## config.mk

```make
export PLATFORM = sky130hd
export DESIGN_NAME = dac_scan_sequencer_flat
export DESIGN_NICKNAME = d
export VERILOG_FILES = /design/src/rtl/dac_scan_sequencer_if.sv /design/src/rtl/dac_scan_sequencer.sv /design/src/flat_wrapper.sv
export SDC_FILE = /design/constraint.sdc
export NUM_CORES = 1
export LEC_CHECK = 0
export CELL_PAD_IN_SITES_DETAIL_PLACEMENT = 1
export CELL_PAD_IN_SITES_GLOBAL_PLACEMENT = 1
export CORE_ASPECT_RATIO = 1.5
export CORE_MARGIN = 2
export CORE_UTILIZATION = 39
export DETAILED_ROUTE_END_ITERATION = 8
export PLACE_DENSITY_LB_ADDON = 0.1
export SYNTH_ARGS = -nofsm -noshare
export SYNTH_HDL_FRONTEND = slang
export SYNTH_SLANG_ARGS = --single-unit
```

## constraint.sdc

```tcl
create_clock -name clk -period 3.9 [get_ports clk]
set_input_delay 0.585 -clock clk [delete_from_list [all_inputs] [get_ports clk]]
set_output_delay 0.585 -clock clk [all_outputs]
set_load 0.01 [all_outputs]
```

## src/rtl/dac_scan_sequencer_if.sv

```systemverilog
// Load/ack handshake between the scan sequencer and the SPI DAC master.
interface dac_scan_sequencer_if #(
  parameter int CODE_WIDTH = 12
) ();
  logic [CODE_WIDTH-1:0] dac_code;
  logic                  dac_load;
  logic                  dac_done;

  modport master (output dac_code, output dac_load, input dac_done);
  modport slave  (input dac_code, input dac_load, output dac_done);
endinterface

```

## src/rtl/dac_scan_sequencer.sv

```systemverilog
// Autonomous DAC code scan: load each code, wait for the SPI master's ack,
// hold a counting window, then step to the next code until the stop code.
//
// state    | meaning
// ---------+---------------------------------------------------------------
// IDLE     | waiting for start; cfg latched on an accepted start
// LOAD     | one-cycle dac_load strobe for the current code
// WAIT_ACK | waiting for dac_done, bounded by the ack timeout
// DWELL    | counting window open for max(dwell,1) cycles
// NEXT     | compute next code; finish or go back to LOAD
module dac_scan_sequencer #(
  parameter int CODE_WIDTH  = 12,
  parameter int DWELL_WIDTH = 16,
  parameter int IDX_WIDTH   = 12,
  parameter int ACK_TIMEOUT = 1023
) (
  input  logic                   clk,
  input  logic                   res,
  input  logic                   start,
  input  logic                   abort,
  input  logic [CODE_WIDTH-1:0]  cfg_start_code,
  input  logic [CODE_WIDTH-1:0]  cfg_stop_code,
  input  logic [CODE_WIDTH-1:0]  cfg_step,
  input  logic [DWELL_WIDTH-1:0] cfg_dwell,
  dac_scan_sequencer_if.master   dac,
  output logic                   window,
  output logic                   point_done,
  output logic [IDX_WIDTH-1:0]   step_index,
  output logic                   busy,
  output logic                   scan_done,
  output logic                   err_timeout
);

  localparam int TO_W = $clog2(ACK_TIMEOUT + 1);

  typedef enum logic [2:0] {IDLE, LOAD, WAIT_ACK, DWELL, NEXT} state_t;

  state_t                 state, state_n;
  logic [CODE_WIDTH-1:0]  code_q, stop_q, step_q;
  logic [DWELL_WIDTH-1:0] dwell_q, dwell_cnt, dwell_eff;
  logic [TO_W-1:0]        to_cnt;
  logic [CODE_WIDTH:0]    sum;
  logic                   scan_end;
  logic                   load;
  logic                   accept;

  assign accept    = start && !abort;
  assign dwell_eff = (dwell_q == '0) ? DWELL_WIDTH'(1) : dwell_q;
  assign sum       = {1'b0, code_q} + {1'b0, step_q};
  // A carry out of the code width ends the scan rather than wrapping to low codes.
  assign scan_end  = (step_q == '0) || sum[CODE_WIDTH] || (sum[CODE_WIDTH-1:0] > stop_q);

  assign dac.dac_code = code_q;
  assign dac.dac_load = load;
  assign busy         = (state != IDLE);

  // State register.
  always_ff @(posedge clk) begin
    if (res) state <= IDLE;
    else     state <= state_n;
  end

  // Next-state and strobe outputs; abort overrides everything outside IDLE.
  always_comb begin
    state_n    = state;
    load       = 1'b0;
    window     = 1'b0;
    point_done = 1'b0;
    scan_done  = 1'b0;
    case (state)
      IDLE:     if (accept) state_n = LOAD;
      LOAD: begin
        load    = 1'b1;
        state_n = WAIT_ACK;
      end
      WAIT_ACK: begin
        if (dac.dac_done)      state_n = DWELL;
        else if (to_cnt == '0) state_n = IDLE;
      end
      DWELL: begin
        window = 1'b1;
        if (dwell_cnt == DWELL_WIDTH'(1)) begin
          point_done = 1'b1;
          state_n    = NEXT;
        end
      end
      NEXT: begin
        if (scan_end) begin
          scan_done = 1'b1;
          state_n   = IDLE;
        end else begin
          state_n = LOAD;
        end
      end
      default:  state_n = IDLE;
    endcase
    if (abort && (state != IDLE)) begin
      state_n    = IDLE;
      point_done = 1'b0;
      scan_done  = 1'b0;
    end
  end

  // Datapath: config latch, code/index stepping, ack timeout and dwell timers.
  always_ff @(posedge clk) begin
    if (res) begin
      code_q      <= '0;
      stop_q      <= '0;
      step_q      <= '0;
      dwell_q     <= '0;
      dwell_cnt   <= '0;
      to_cnt      <= '0;
      step_index  <= '0;
      err_timeout <= 1'b0;
    end else begin
      case (state)
        IDLE: begin
          if (accept) begin
            code_q      <= cfg_start_code;
            stop_q      <= cfg_stop_code;
            step_q      <= cfg_step;
            dwell_q     <= cfg_dwell;
            step_index  <= '0;
            err_timeout <= 1'b0;
          end
        end
        LOAD:     to_cnt <= TO_W'(ACK_TIMEOUT - 1);
        WAIT_ACK: begin
          if (!abort) begin
            if (dac.dac_done)      dwell_cnt   <= dwell_eff;
            else if (to_cnt == '0) err_timeout <= 1'b1;
            else                   to_cnt      <= to_cnt - 1'b1;
          end
        end
        DWELL:    if (!abort) dwell_cnt <= dwell_cnt - 1'b1;
        NEXT: begin
          if (!abort && !scan_end) begin
            code_q     <= sum[CODE_WIDTH-1:0];
            step_index <= step_index + 1'b1;
          end
        end
        default: ;
      endcase
    end
  end

endmodule

```

## src/flat_wrapper.sv

```systemverilog
// flat-port wrapper written by rule: the top's interface ports become plain ports
module dac_scan_sequencer_flat 
#(
  parameter int CODE_WIDTH  = 12,
  parameter int DWELL_WIDTH = 16,
  parameter int IDX_WIDTH   = 12,
  parameter int ACK_TIMEOUT = 1023
)
  (clk, res, start, abort, cfg_start_code, cfg_stop_code, cfg_step, cfg_dwell, window, point_done, step_index, busy, scan_done, err_timeout, dac_dac_code, dac_dac_load, dac_dac_done);
  dac_scan_sequencer_if #(.CODE_WIDTH(CODE_WIDTH)) dac_i ();
  input  logic clk;
  input  logic res;
  input  logic start;
  input  logic abort;
  input  logic [CODE_WIDTH-1:0] cfg_start_code;
  input  logic [CODE_WIDTH-1:0] cfg_stop_code;
  input  logic [CODE_WIDTH-1:0] cfg_step;
  input  logic [DWELL_WIDTH-1:0] cfg_dwell;
  output logic window;
  output logic point_done;
  output logic [IDX_WIDTH-1:0] step_index;
  output logic busy;
  output logic scan_done;
  output logic err_timeout;
  output wire logic [$bits(dac_i.dac_code)-1:0] dac_dac_code;
  output wire logic [$bits(dac_i.dac_load)-1:0] dac_dac_load;
  input wire logic [$bits(dac_i.dac_done)-1:0] dac_dac_done;
  assign dac_dac_code = dac_i.dac_code;
  assign dac_dac_load = dac_i.dac_load;
  assign dac_i.dac_done = dac_dac_done;
  dac_scan_sequencer #(.CODE_WIDTH(CODE_WIDTH), .DWELL_WIDTH(DWELL_WIDTH), .IDX_WIDTH(IDX_WIDTH), .ACK_TIMEOUT(ACK_TIMEOUT)) u_core (.clk(clk), .res(res), .start(start), .abort(abort), .cfg_start_code(cfg_start_code), .cfg_stop_code(cfg_stop_code), .cfg_step(cfg_step), .cfg_dwell(cfg_dwell), .dac(dac_i), .window(window), .point_done(point_done), .step_index(step_index), .busy(busy), .scan_done(scan_done), .err_timeout(err_timeout));
endmodule
```

==> flow_metrics.py <==
metrics = {
    "outcome": {
        "status": "complete, but fails checks",
        "violations": "setup timing",
    },
    "yosys": {
        "synth-edff-count": 0,
        "synth.distinct_cells": 59,
        "ys.flop_type": "dfxtp_1",
        "netlist.area_leader.share_pct": 36.8,
        "synth_area_sq_um": 5120,
        "yosysMostFrequentCell": "nand2_1",
        "seq_area_frac_synth_pct": 36.8,
        "synth_common_cells": "nand2_1, a21oi_1, dfxtp_1, clkbuf_1, nor3_1",
        "synth_fp_nets": 751,
        "yosysTopAreaCell": "dfxtp_1",
        "synth-seq-cells": 94,
        "synth_warnings": 0,
        "yosys-top-cells-area": "dfxtp_1, a21oi_1, nand2_1",
        "synthArstFlopShare_pct": 0,
        "syn_avg_cell_area_sq_um": 7.70,
        "synth_cells": 665,
    },
    "die": {
        "dieHeight_microns": 144,
        "die_w_microns": 97.5,
        "die_area_sq_um": 14100,
        "fp.coreArea_sq_um": 12900,
        "start_util_pct": 39.7,
        "pin_count": 87,
        "fp-row-count": 51,
    },
    "power": {
        "vdd_drop_max_v": 0.000364,
        "power_leakage_nw": 2.57,
        "p_total_mw": 3.26,
        "powerDensity_nw_per_um2": 479,
    },
    "drt": {
        "vias_per_cell": 5.65,
        "drt_iter0_markers": 155,
        "drtAntennaViolNets": 0,
        "routed_wl_microns": 17700,
        "dr.pass1.iters": 4,
        "vias": 5325,
        "drc": 0,
        "wl_per_cell_microns": 18.8,
    },
    "critical_path": {
        "crit_slowest_cell": "dfxtp_2",
        "required_ns": 3.31,
        "worstSetupStartpointType": "flop",
        "worstPathMaxFanout": 2,
        "worstSetupPathType": "flop to output port",
        "max_stage_delay_ns": 0.35,
        "r2r_slack_ns": 0.18,
        "worstPathArrival_ns": 3.38,
        "end_kind": "output port",
        "crit_chain": "ha_4, inv_2, fa_2, nand2b_4, a21oi_4, nand3b_1, a31o_2, a21oi_2, xnor2_1, ha_1, nand4_1, buf_4, o31a_1, o31ai_2, and2_4, a21boi_2, buf_2",
    },
    "sta": {
        "setup_violations": 1,
        "finClkSkew_ns": 0.00621,
        "relSlewSlack_pct": 41.2,
        "rsz0062_at_grt": "yes",
        "final_max_slew_viol_count": 0,
        "fmax_mhz": 252,
        "setup_ws_ns": -0.0694,
        "tightest_slew_ns": 0.882,
        "final.setup.tns_ns": -0.0694,
        "min_period_over_period_pct": 102,
        "finalCriticalPeriod_ns": 3.97,
        "finalHoldViolations": 0,
    },
    "grt": {
        "grt_overflow": 0,
        "grt_use_total_pct": 25.5,
        "grt_first_pass_wirelength_microns": 28700,
        "grt_max_degree": 50,
        "antenna_found_initial": 0,
        "grt_pass1_vias": 5682,
    },
    "final_layout": {
        "diodes": 0,
        "nNetsFinal": 864,
        "fill_cells": 1616,
        "syn_to_final_growth_pct": 32.9,
        "drive_gt1_share_pct": 12.1,
    },
    "cts": {
        "cts_tree": "yes",
        "clockRootBuffer": "clkbuf_16",
        "cts_sinks": 94,
        "cts-buffers-inserted": 9,
        "clockBufferDepth": 2,
        "h-tree-depth": 3,
        "ctsHoldBuffers": 0,
        "clk_latency_ns": 0.35,
        "clk_pin_slew_ns": 0.07,
    },
    "hold_path": {
        "hold_path.class": "flop to flop",
    },
    "flow_run": {
        "maxCapViolations": 0,
    },
    "placed_design": {
        "dpl.hpwl_microns": 13000,
        "io_buffer_count": 86,
        "gp_congestion": 0.934,
    },
}
[layout by cell type, fill, tap and decap left out, types with 9 or more instances in the layout]
master           synthesis  layout
a211oi_1                14      13
a21oi_1                 99      96
a311oi_1                12      12
and3_1                  13      13
buf_4                    1      51
clkbuf_16                0       9
clkdlybuf4s50_1          0      84
dfxtp_1                 94      92
ha_1                    28      27
inv_1                   28      27
nand2_1                130     129
nand3_1                 12      12
nor2_1                  25      25
nor3_1                  32      32
nor4_1                  11      11
o21ai_0                 31      30
xnor2_1                 15      15
[final timing paths]
| check | startpoint | endpoint | depth (start not counted) |
|---|---|---|---|
| worst min-delay path | u_core.stop_q[7] | u_core.stop_q[7] | 2 |
| worst min register to register | u_core.stop_q[7] | u_core.stop_q[7] | 2 |
| worst max register to register | u_core.step_q[0] | u_core.step_index[10] | 19 |
| worst max-delay path | u_core.step_q[0] | scan_done | 17 |
[power by group]
group	internal [mW]	switching, mW
registers	1.08	0.110
clock network	0.499	0.395
logic	0.548	0.628
[stage by stage]
step | hold WS, ns | utilization [%] | worst slack, ns | area, sq um | std cells
2_1_floorplan | 0.436 | - | 0.301 | 5120 | 665
3_5_place_dp | 0.452 | 49.6 | -0.437 | 6390 | 919
4_1_cts | 0.462 | 52.5 | -0.0726 | 6760 | 940
3_3_place_gp | 0.449 | 49.6 | -0.286 | 6390 | 919
5_1_grt | 0.485 | 52.7 | -0.244 | 6800 | 942
6_report | 0.464 | 52.7 | -0.0694 | 6800 | 942
[cell type report]
type                    instances  area [sq um]  area share [%]
well taps                     159           199            2.93
flip-flops and latches         94          1880            27.7
clock inverters                 5          60.1           0.883
multi-input cells             506          3040            44.8
repair buffers                139          1270            18.7
clock buffers                  11           233            3.42
inverters                      28           105            1.55
[per-layer routing]
layer,vias up,GRT usage [%],part of all wire [%]
met5,-,0,0
met4,0,11.1,3.8
met3,39,4.54,3.1
met2,103,50.0,55
met1,2580,26.3,38
li1,2603,-,-
[logic make-up (layout without fill, tap and decap cells)]
logic type,Yosys count,after routing,synth area share [%]
compound gates,194,194,23.2
xor+xnor,19,19,3.25
fa+ha+maj,29,29,7.24
buf+inv,65,183,5.04
flops,94,94,36.8
mux,3,3,0.587
simple gates,261,261,23.9
[critical path: cells and delay by family (launching register included)]
kind | cells | cell delay, ns
compound gates | 6 | 0.76
xor+xnor | 1 | 0.13
fa+ha+maj | 3 | 0.81
buf+inv | 3 | 0.33
flops | 1 | 0.35
simple gates | 4 | 0.67
[state kept, by name, indices dropped and copies added (netlist names)]
name	cells
u_core.state	3
u_core.dwell_q	16
u_core.dwell_cnt	16
u_core.dac.dac_code	12
u_core.stop_q	12
u_core.step_index	12
u_core.err_timeout	1
u_core.to_cnt	10
u_core.step_q	12
[what timing repair did]
item	4_1_cts	5_1_grt
setup buffers	5	2
pin swaps	14	9
endpoints found under the setup margin	6	25
gates resized for setup	18	5
cloned	0	0
hold endpoints to repair	0	0
No activity file was read; power rests on OpenSTA's default activity.
